<file path="config.mk">
export PLATFORM = sky130hd
export DESIGN_NAME = intr_pulse_ctrl
export DESIGN_NICKNAME = d
export VERILOG_FILES = /design/src/rtl/intr_pulse_ctrl.sv
export SDC_FILE = /design/constraint.sdc
export NUM_CORES = 1
export LEC_CHECK = 0
export CORE_MARGIN = 2
export CORE_UTILIZATION = 49
export DETAILED_ROUTE_END_ITERATION = 12
export PLACE_DENSITY = 0.76
export SKIP_CTS_REPAIR_TIMING = 1
export SLEW_MARGIN = 20
export SYNTH_ARGS = -nofsm -noshare
export SYNTH_HDL_FRONTEND = slang
export SYNTH_SLANG_ARGS = --single-unit
</file>
<file path="constraint.sdc">
create_clock -name clk_i -period 1.6 [get_ports clk_i]
set_input_delay 0.32 -clock clk_i [delete_from_list [all_inputs] [get_ports clk_i]]
set_output_delay 0.32 -clock clk_i [all_outputs]
set_load 0.01 [all_outputs]
</file>
<file path="src/rtl/intr_pulse_ctrl.sv">
// Multi-channel interrupt pulse controller: synchronises request inputs, latches press edges as
// pending and issues one fixed-length interrupt pulse per pending channel, lowest index first.
module intr_pulse_ctrl #(
  parameter int unsigned NUM_CH    = 4,
  parameter int unsigned PULSE_LEN = 6,
  localparam int unsigned ID_W     = (NUM_CH > 1) ? $clog2(NUM_CH) : 1
) (
  input  logic              clk_i,
  input  logic              rst_ni,
  input  logic [NUM_CH-1:0] press_i,
  input  logic [NUM_CH-1:0] mask_i,
  output logic              intr_o,
  output logic [ID_W-1:0]   intr_id_o,
  output logic [NUM_CH-1:0] pending_o
);

  localparam int unsigned CntW = $clog2(PULSE_LEN + 1);

  typedef enum logic {StIdle, StPulse} state_e;

  state_e            state_q, state_d;
  logic [CntW-1:0]   cnt_q, cnt_d;
  logic [ID_W-1:0]   id_q, id_d, grant_id;
  logic [NUM_CH-1:0] sync1_q, sync2_q, armed_q;
  logic [NUM_CH-1:0] pending_q, pending_d;
  logic [NUM_CH-1:0] press_evt, req, grant_oh, grant;
  logic              grant_vld;

  // A channel re-arms on any cycle its synchronised input is low.
  assign press_evt = sync2_q & armed_q;
  assign req       = pending_q & ~mask_i;
  assign grant_oh  = req & (~req + NUM_CH'(1));
  assign grant_vld = |req;

  always_comb begin
    grant_id = '0;
    for (int i = int'(NUM_CH) - 1; i >= 0; i--) begin
      if (req[i]) grant_id = ID_W'(i);
    end
  end

  // Set wins over the service clear in the same cycle.
  assign pending_d = (pending_q & ~grant) | (press_evt & ~mask_i);

  always_ff @(posedge clk_i or negedge rst_ni) begin
    if (!rst_ni) begin
      sync1_q   <= '0;
      sync2_q   <= '0;
      armed_q   <= '0;
      pending_q <= '0;
    end else begin
      sync1_q   <= press_i;
      sync2_q   <= sync1_q;
      armed_q   <= ~sync2_q;
      pending_q <= pending_d;
    end
  end

  always_ff @(posedge clk_i or negedge rst_ni) begin
    if (!rst_ni) begin
      state_q <= StIdle;
      cnt_q   <= '0;
      id_q    <= '0;
    end else begin
      state_q <= state_d;
      cnt_q   <= cnt_d;
      id_q    <= id_d;
    end
  end

  always_comb begin
    state_d = state_q;
    cnt_d   = cnt_q;
    id_d    = id_q;
    grant   = '0;
    unique case (state_q)
      StIdle: begin
        if (grant_vld) begin
          state_d = StPulse;
          cnt_d   = CntW'(PULSE_LEN - 1);
          id_d    = grant_id;
          grant   = grant_oh;
        end
      end
      StPulse: begin
        if (cnt_q == '0) begin
          state_d = StIdle;
        end else begin
          cnt_d = cnt_q - CntW'(1);
        end
      end
      default: state_d = StIdle;
    endcase
  end

  always_comb begin
    intr_o    = (state_q == StPulse);
    intr_id_o = id_q;
    pending_o = pending_q;
  end

endmodule

</file>
==> reports/metrics.sh, run 1 <==
RESULT_OF_THE_RUN='finished, final reports clean'
CRITICAL_PATH_BUF_INV_COUNT=1
CORE_AREA_UM2=1710
FILLER_CELL_COUNT=137
GRT_SETUP_UNREPAIRED='false'
PLACED_CELL_AREA_UM2=1080
CTS_INSERTED_BUFFERS=3
CLOCK_SINK_COUNT=22
CRITPATHREQUIREDTIME_NS=1.28
GLOBAL_ROUTE.OVERFLOW_TOTAL=0
SYNTH.NET_COUNT=82
SYNTH.TOP_CELL.AREA_SHARE_PCT=62.7
FLOORPLAN.ROWS=15
FP.DIEAREA_UM2=2150
SYNTH-ASYNC-RESET-RATIO_PCT=100
VIA_COUNT=580
POSTSYNTHAREAPERCELL_UM2=12.5
SETUP.WORST_PATH.CLASS='flip-flop to primary output'
POST-ROUTE-MIN-PERIOD_NS=1.54
PIN_COUNT_OF_THE_BIGGEST_NET_ENTERING_GLOBAL_ROUTING=23
R2R-START='cnt_q[0]$_DFFE_PN0P_'
FIRST_GLOBAL_VIAS=540
WORST_SETUP_HOLD_PATH_CLK_SLEW_NS=0.11
CLOCK_INSERTION_DELAY_AT_THE_LATER_PIN_OF_THE_SKEW_REPORT_NS=0.30
ANTENNA_CELLS_INSERTED=0
VDD.IR_DROP.WORST_mV=0.936
FLOORPLAN.DIE.HEIGHT_UM=46.3
P_LEAK_nW=0.517
DRV.MAX_CAP_VIOLATION_COUNT=0
SYNTH_TOP_CELL_BY_AREA='sky130_fd_sc_hd__dfrtp_1'
WORSTSETUPSTARTPOINTTYPE='flip-flop'
SYNTH_TOP_FLOP_CELL='sky130_fd_sc_hd__dfrtp_1'
FINAL_NET_COUNT=107
H_TREE_LEVELS=1
CRIT_PATH_MAX_INCR_DELAY_NS=0.54
DIEWIDTH_UM=46.3
TOTALWIRELENGTH_MM=1.44
CRITPATHMAXFANOUT=3
CLOCK_PATH_BUFFERS=2
GRT_ANTENNA_BEFORE_REPAIR=0
DRT.ANTENNA.VIOLATING_NETS=0
SLOWEST_CELL_ON_THE_CRITICAL_PATH='sky130_fd_sc_hd__clkdlybuf4s50_1'
TRACK_USAGE_PCT=16.0
GP_CONGESTION=0.714
START_UTIL_PCT=51.4
ROUTE.DETAILED.DRC=0
POST_SYNTH_MAIN_AREA_CONTRIBUTORS='sky130_fd_sc_hd__dfrtp_1 63%, sky130_fd_sc_hd__inv_1 3.4%, sky130_fd_sc_hd__ha_1 2.8%'
CRIT_ARRIVAL_NS=1.22
CRIT_FAMILY='buffers and inverters'
YOSYSWARNINGCOUNT=0
TIMING.SLEW.HEADROOM_PCT=77.9
FINAL_CORE_UTIL_PCT=67.0
SYNTH_EDF_COUNT=0
WIRE_LENGTH_OF_THE_FIRST_GLOBAL_ROUTING_PASS_MM=2.26
FINAL-HOLD-VIOLATION-COUNT=0
PLACEMENT.IO_BUFFERS=16
AVGROUTEDWIREPERCELL_UM=12.1
POST_SYNTH_INSTANCE_AREA_UM2=878
DETAILEDROUTE.FIRSTPASSITERATIONCOUNT=4
IOPINCOUNT=17
LAYOUT-AREA-OVERHEAD-VS-SYNTH_PCT=30.2
CLOCK-ROOT-BUFFER='sky130_fd_sc_hd__clkbuf_4'
TRITONCTS='built'
WORSTSETUPENDPOINTTYPE='primary output'
NETLIST_INSTANCES=70
SETUP_VIOL=0
YOSYS-TOP-CELLS-COUNT='22 x sky130_fd_sc_hd__dfrtp_1, 8 x sky130_fd_sc_hd__inv_1, 4 x sky130_fd_sc_hd__nand2_1, 4 x sky130_fd_sc_hd__nor2_1, 4 x sky130_fd_sc_hd__o21ai_0'
DRT-INITIAL-DRC-COUNT=4
WORSTPATHCELLLIST='clkdlybuf4s50_1'
YS_SEQ_AREA_SHARE_PCT=62.7
PLACE.DETAILED.INSTANCES=112
FINISH.CELL_COUNT_WITHOUT_FILLERS=119
WHS_NS=0.357
YOSYSUNIQUECELLTYPES=29
TNS_NS=0
POWER_DENSITY_nW_PER_UM2=1690
TIGHTESTPINTRANSITION_NS=0.330
TIMING.FINAL.MAX_SLEW_VIOLATIONS=0
POST-ROUTE-CELL-AREA_UM2=1140
FINAL_LAYOUT_SIZE_SUFFIX_GT1_SHARE_PCT=14.9
SYNTH.FF_LATCH_COUNT=22
SYNTH.MOST_COMMON_CELL='sky130_fd_sc_hd__dfrtp_1'
FINALCRITPERIODSHARE_PCT=96.1
CLOCK_SKEW_AFTER_LAYOUT_NS=0.00158
MAX_CLOCK_FREQ_GHz=0.650
CP-STARTPOINT='intr_o$_DFF_PN0_'
NUMBER_OF_VIAS_PER_CELL_AFTER_DETAILED_ROUTING=4.87
TIMING.HOLD.WORST.CLASS='input port to async pin'
worst paths after layout:
check                      depth (start not counted)                      to  slack, ns
setup / recovery                                   1                  intr_o       0.06
hold / removal                                     2  pending_o[1]$_DFF_PN0_       0.36
setup reg to reg                                   5    cnt_q[1]$_DFFE_PN0P_       0.27
hold reg to reg                                    0    sync2_q[0]$_DFF_PN0_       0.37
max in group asynchronous                          2    sync2_q[1]$_DFF_PN0_       1.03
min in group clk_i                                 0    sync2_q[0]$_DFF_PN0_       0.37
per-layer routing:
metal  vias to the layer above  GRT usage, %  wire (um)
met5                         -             0          0
met4                         0          10.3          9
met3                         2          3.53         46
met2                        13          25.6        725
met1                       275          19.2        662
li1                        290             -          -
cell families after synthesis:
group / Yosys count / synth area share [%]
buf+inv: 9 / 3.99
simple gates: 18 / 14.5
xor+xnor: 1 / 0.997
mux: 2 / 2.28
compound gates: 16 / 12.7
fa+ha+maj: 2 / 2.85
flops: 22 / 62.7
power by group:
part	switching, mW	internal (mW)	total [mW]
registers	0.0751	0.701	0.776
logic	0.392	0.471	0.863
clock network	0.157	0.139	0.296
total	0.624	1.31	1.93
area by class of cell:
| class | instances | area (um^2) | share of cell area (%) |
|---|---|---|---|
| clock buffer | 4 | 36.3 | 3.17 |
| sequential | 22 | 551 | 48.1 |
| inverter | 8 | 30.0 | 2.63 |
| tap | 25 | 31.3 | 2.74 |
| timing repair buffer | 21 | 203 | 17.7 |
| multi-input combinational | 39 | 293 | 25.6 |
state kept, by name, summed over array words and instances, names as in the netlist:
name and cells:
armed_q 4, cnt_q 3, intr_id_o 2, intr_o 1, pending_o 4, sync1_q 4, sync2_q 4
placed cells by master (no fill, tap or decap), types with 2 or more instances in the layout:
cell | Yosys | final
sky130_fd_sc_hd__dlymetal6s2s_1 | 0 | 2
sky130_fd_sc_hd__mux2i_1 | 2 | 2
sky130_fd_sc_hd__inv_1 | 8 | 8
sky130_fd_sc_hd__o21ai_0 | 4 | 4
sky130_fd_sc_hd__clkbuf_4 | 0 | 3
sky130_fd_sc_hd__nor2_1 | 4 | 4
sky130_fd_sc_hd__clkdlybuf4s50_1 | 0 | 14
sky130_fd_sc_hd__buf_4 | 0 | 5
sky130_fd_sc_hd__o41ai_1 | 2 | 2
sky130_fd_sc_hd__o31ai_1 | 2 | 2
sky130_fd_sc_hd__ha_1 | 2 | 2
sky130_fd_sc_hd__dfrtp_1 | 22 | 22
sky130_fd_sc_hd__nand2_1 | 4 | 4
per-stage QoR:
step,setup WS [ns],power (mW)
2_1_floorplan,0.374,1.28
3_3_place_gp,0.0430,1.57
3_5_place_dp,-0.0805,1.62
4_1_cts,-0.0239,1.92
5_1_grt,0.000295,2.07
6_report,0.0621,1.93
Power figures use the tool's default switching activity.
==> run 2, diff against run 1 <==
GPL_ROUTABILITY_DRIVEN = 0   (was default)
MAX_ROUTING_LAYER = met4   (was default)
TNS_END_PERCENT = 30   (was default)
==> reports/metrics.sh, run 2 (synthesis results as in run 1) <==
RESULT_OF_THE_RUN='finished, final reports clean'
TIGHTESTPINTRANSITION_NS=0.331  # +0.000206 ns
PLACEMENT.SETUP.WORST_SLACK_NS=-0.0805  # unchanged
POST-ROUTE-MIN-PERIOD_NS=1.54  # +0.000362 ns
CLOCK_SINK_COUNT=22  # unchanged
CLOCK_PATH_BUFFERS=2  # unchanged
FINALPOWER_mW=1.90  # -1.9%
ANTENNA_CELLS_INSERTED=0  # unchanged
AVGROUTEDWIREPERCELL_UM=12.3  # +1.7%
ROUTE.DETAILED.DRC=0  # unchanged
FINAL_LAYOUT_SIZE_SUFFIX_GT1_SHARE_PCT=13.0  # -1.9 points
CLOCK_INSERTION_DELAY_AT_THE_LATER_PIN_OF_THE_SKEW_REPORT_NS=0.30  # about the same
CRITICAL_PATH_BUF_INV_COUNT=1  # unchanged
WORST_SETUP_HOLD_PATH_CLK_SLEW_NS=0.12  # about the same
IOPINCOUNT=17  # unchanged
TIMING.REG2REG.SETUP_SLACK_NS=0.28  # about the same
FLOORPLAN.ROWS=15  # unchanged
CLOCK_SKEW_AFTER_LAYOUT_NS=0.00278  # +0.00120 ns
POWER_DENSITY_nW_PER_UM2=1680  # -0.83%
H_TREE_LEVELS=1  # unchanged
FINAL_NET_COUNT=105  # -1.9%
TRACK_USAGE_PCT=16.4  # +0.47 points
FINALCRITPERIODSHARE_PCT=96.1  # about the same
PLACEMENT.IO_BUFFERS=16  # unchanged
FINAL_CORE_UTIL_PCT=66.2  # -0.73 points
TOTALWIRELENGTH_MM=1.44  # unchanged
FINALWORSTSETUPSLACK_NS=0.0617  # -0.000362 ns
WHS_NS=0.355  # -0.00155 ns
TIMING.HOLD.WORST.CLASS='input port to async pin'
TIMING.FINAL.MAX_SLEW_VIOLATIONS=0  # unchanged
FINAL_CELL_MIX='22 x sky130_fd_sc_hd__dfrtp_1, 13 x sky130_fd_sc_hd__clkdlybuf4s50_1, 8 x sky130_fd_sc_hd__inv_1'
CRIT_FAMILY='buffers and inverters'
GRT_ANTENNA_BEFORE_REPAIR=0  # unchanged
VDD.IR_DROP.WORST_mV=0.936  # about the same
TIMING.SLEW.HEADROOM_PCT=77.9  # about the same
PIN_COUNT_OF_THE_BIGGEST_NET_ENTERING_GLOBAL_ROUTING=23  # unchanged
LAYOUT-AREA-OVERHEAD-VS-SYNTH_PCT=28.8
START_UTIL_PCT=51.4  # unchanged
WORSTSETUPSTARTPOINTTYPE='flip-flop'
CORE_AREA_UM2=1710  # unchanged
GRT_SETUP_UNREPAIRED='false'
TRITONCTS='built'
SETUP.WORST_PATH.CLASS='flip-flop to primary output'
WORSTSETUPENDPOINTTYPE='primary output'
FINAL-HOLD-VIOLATION-COUNT=0  # unchanged
CRIT_PATH_MAX_INCR_DELAY_NS=0.54  # about the same
VIA_COUNT=579  # -0.17%
FLOORPLAN.DIE.HEIGHT_UM=46.3  # unchanged
CLOCK-ROOT-BUFFER='sky130_fd_sc_hd__clkbuf_4'
DRT.ANTENNA.VIOLATING_NETS=0  # unchanged
DIEWIDTH_UM=46.3  # unchanged
REG2REGPATHDEPTH=5  # unchanged
CRITPATHMAXFANOUT=3  # unchanged
P_LEAK_nW=0.510  # -1.3%
CRIT_ARRIVAL_NS=1.22  # about the same
CRITPATHREQUIREDTIME_NS=1.28  # about the same
GLOBAL_ROUTE.OVERFLOW_TOTAL=0  # unchanged
SLOWEST_CELL_ON_THE_CRITICAL_PATH='sky130_fd_sc_hd__clkdlybuf4s50_1'
DETAILEDROUTE.FIRSTPASSITERATIONCOUNT=4  # unchanged
WORSTPATHCELLLIST='clkdlybuf4s50_1'
NUMBER_OF_VIAS_PER_CELL_AFTER_DETAILED_ROUTING=4.95  # +1.5%
FIRST_GLOBAL_VIAS=540  # unchanged
LAYOUT.CELLS.MOST_COMMON='sky130_fd_sc_hd__dfrtp_1'
DRV.MAX_CAP_VIOLATION_COUNT=0  # unchanged
SETUP_VIOL=0  # unchanged
FP.DIEAREA_UM2=2150  # unchanged
CTS_INSERTED_BUFFERS=3  # unchanged
DRT-INITIAL-DRC-COUNT=5  # +1
MAX_CLOCK_FREQ_GHz=0.650  # about the same
WIRE_LENGTH_OF_THE_FIRST_GLOBAL_ROUTING_PASS_MM=2.27  # +0.31%
CRITICAL_PATH.REG2REG.ENDPOINT='cnt_q[1]$_DFFE_PN0P_'
R2R-START='cnt_q[0]$_DFFE_PN0P_'
==> run 2: cell types whose count changed in the layout (fill, tap and decap cells not counted) <==
| cell | change |
|---|---|
| sky130_fd_sc_hd__dlymetal6s2s_1 | +1 |
| sky130_fd_sc_hd__clkdlybuf4s50_1 | -1 |
| sky130_fd_sc_hd__buf_4 | -2 |
==> run 2: per-layer routing <==
metal / share of wire [%] / track usage, % / up-vias
met1: 46 / 19.2 / 275
met5: 0 / - / -
met4: 0.69 / 10.3 / 0
li1: - / - / 287
met2: 49 / 25.6 / 15
met3: 3.8 / 3.53 / 2
==> run 2: how the worst max path moves through the flow <==
stage | from | endpoint | slack, ns | depth (start not counted)
after global routing | intr_o$_DFF_PN0_ | intr_o | 0.0003 | 1
after detailed placement | mask_i[2] | cnt_q[0]$_DFFE_PN0P_ | -0.08 | 4
after floorplan | cnt_q[0]$_DFFE_PN0P_ | cnt_q[1]$_DFFE_PN0P_ | 0.37 | 5
after CTS | intr_o$_DFF_PN0_ | intr_o | -0.02 | 1
after global placement | mask_i[2] | cnt_q[0]$_DFFE_PN0P_ | 0.04 | 4
final | intr_o$_DFF_PN0_ | intr_o | 0.06 | 1
==> run 2: per-stage QoR <==
stage | TNS (ns) | instances | instance area [um^2]
finish | 0 | 117 | 1130
global route | 0 | 117 | 1130
CTS | -0.0239 | 116 | 1120
detailed placement | -0.0978 | 112 | 1080
global placement | 0 | 112 | 1080
floorplan | 0 | 70 | 878
==> run 2: final cells by class <==
type / instances / area, um^2
repair buffers: 19 / 190
multi-input cells: 39 / 293
clock buffers: 4 / 36.3
flip-flops and latches: 22 / 551
well taps: 25 / 31.3
fillers: 139 / 577
inverters: 8 / 30.0
==> run 2: power breakdown <==
| part | internal, mW | switching (mW) |
|---|---|---|
| logic | 0.439 | 0.378 |
| clock network | 0.139 | 0.160 |
| registers | 0.701 | 0.0807 |
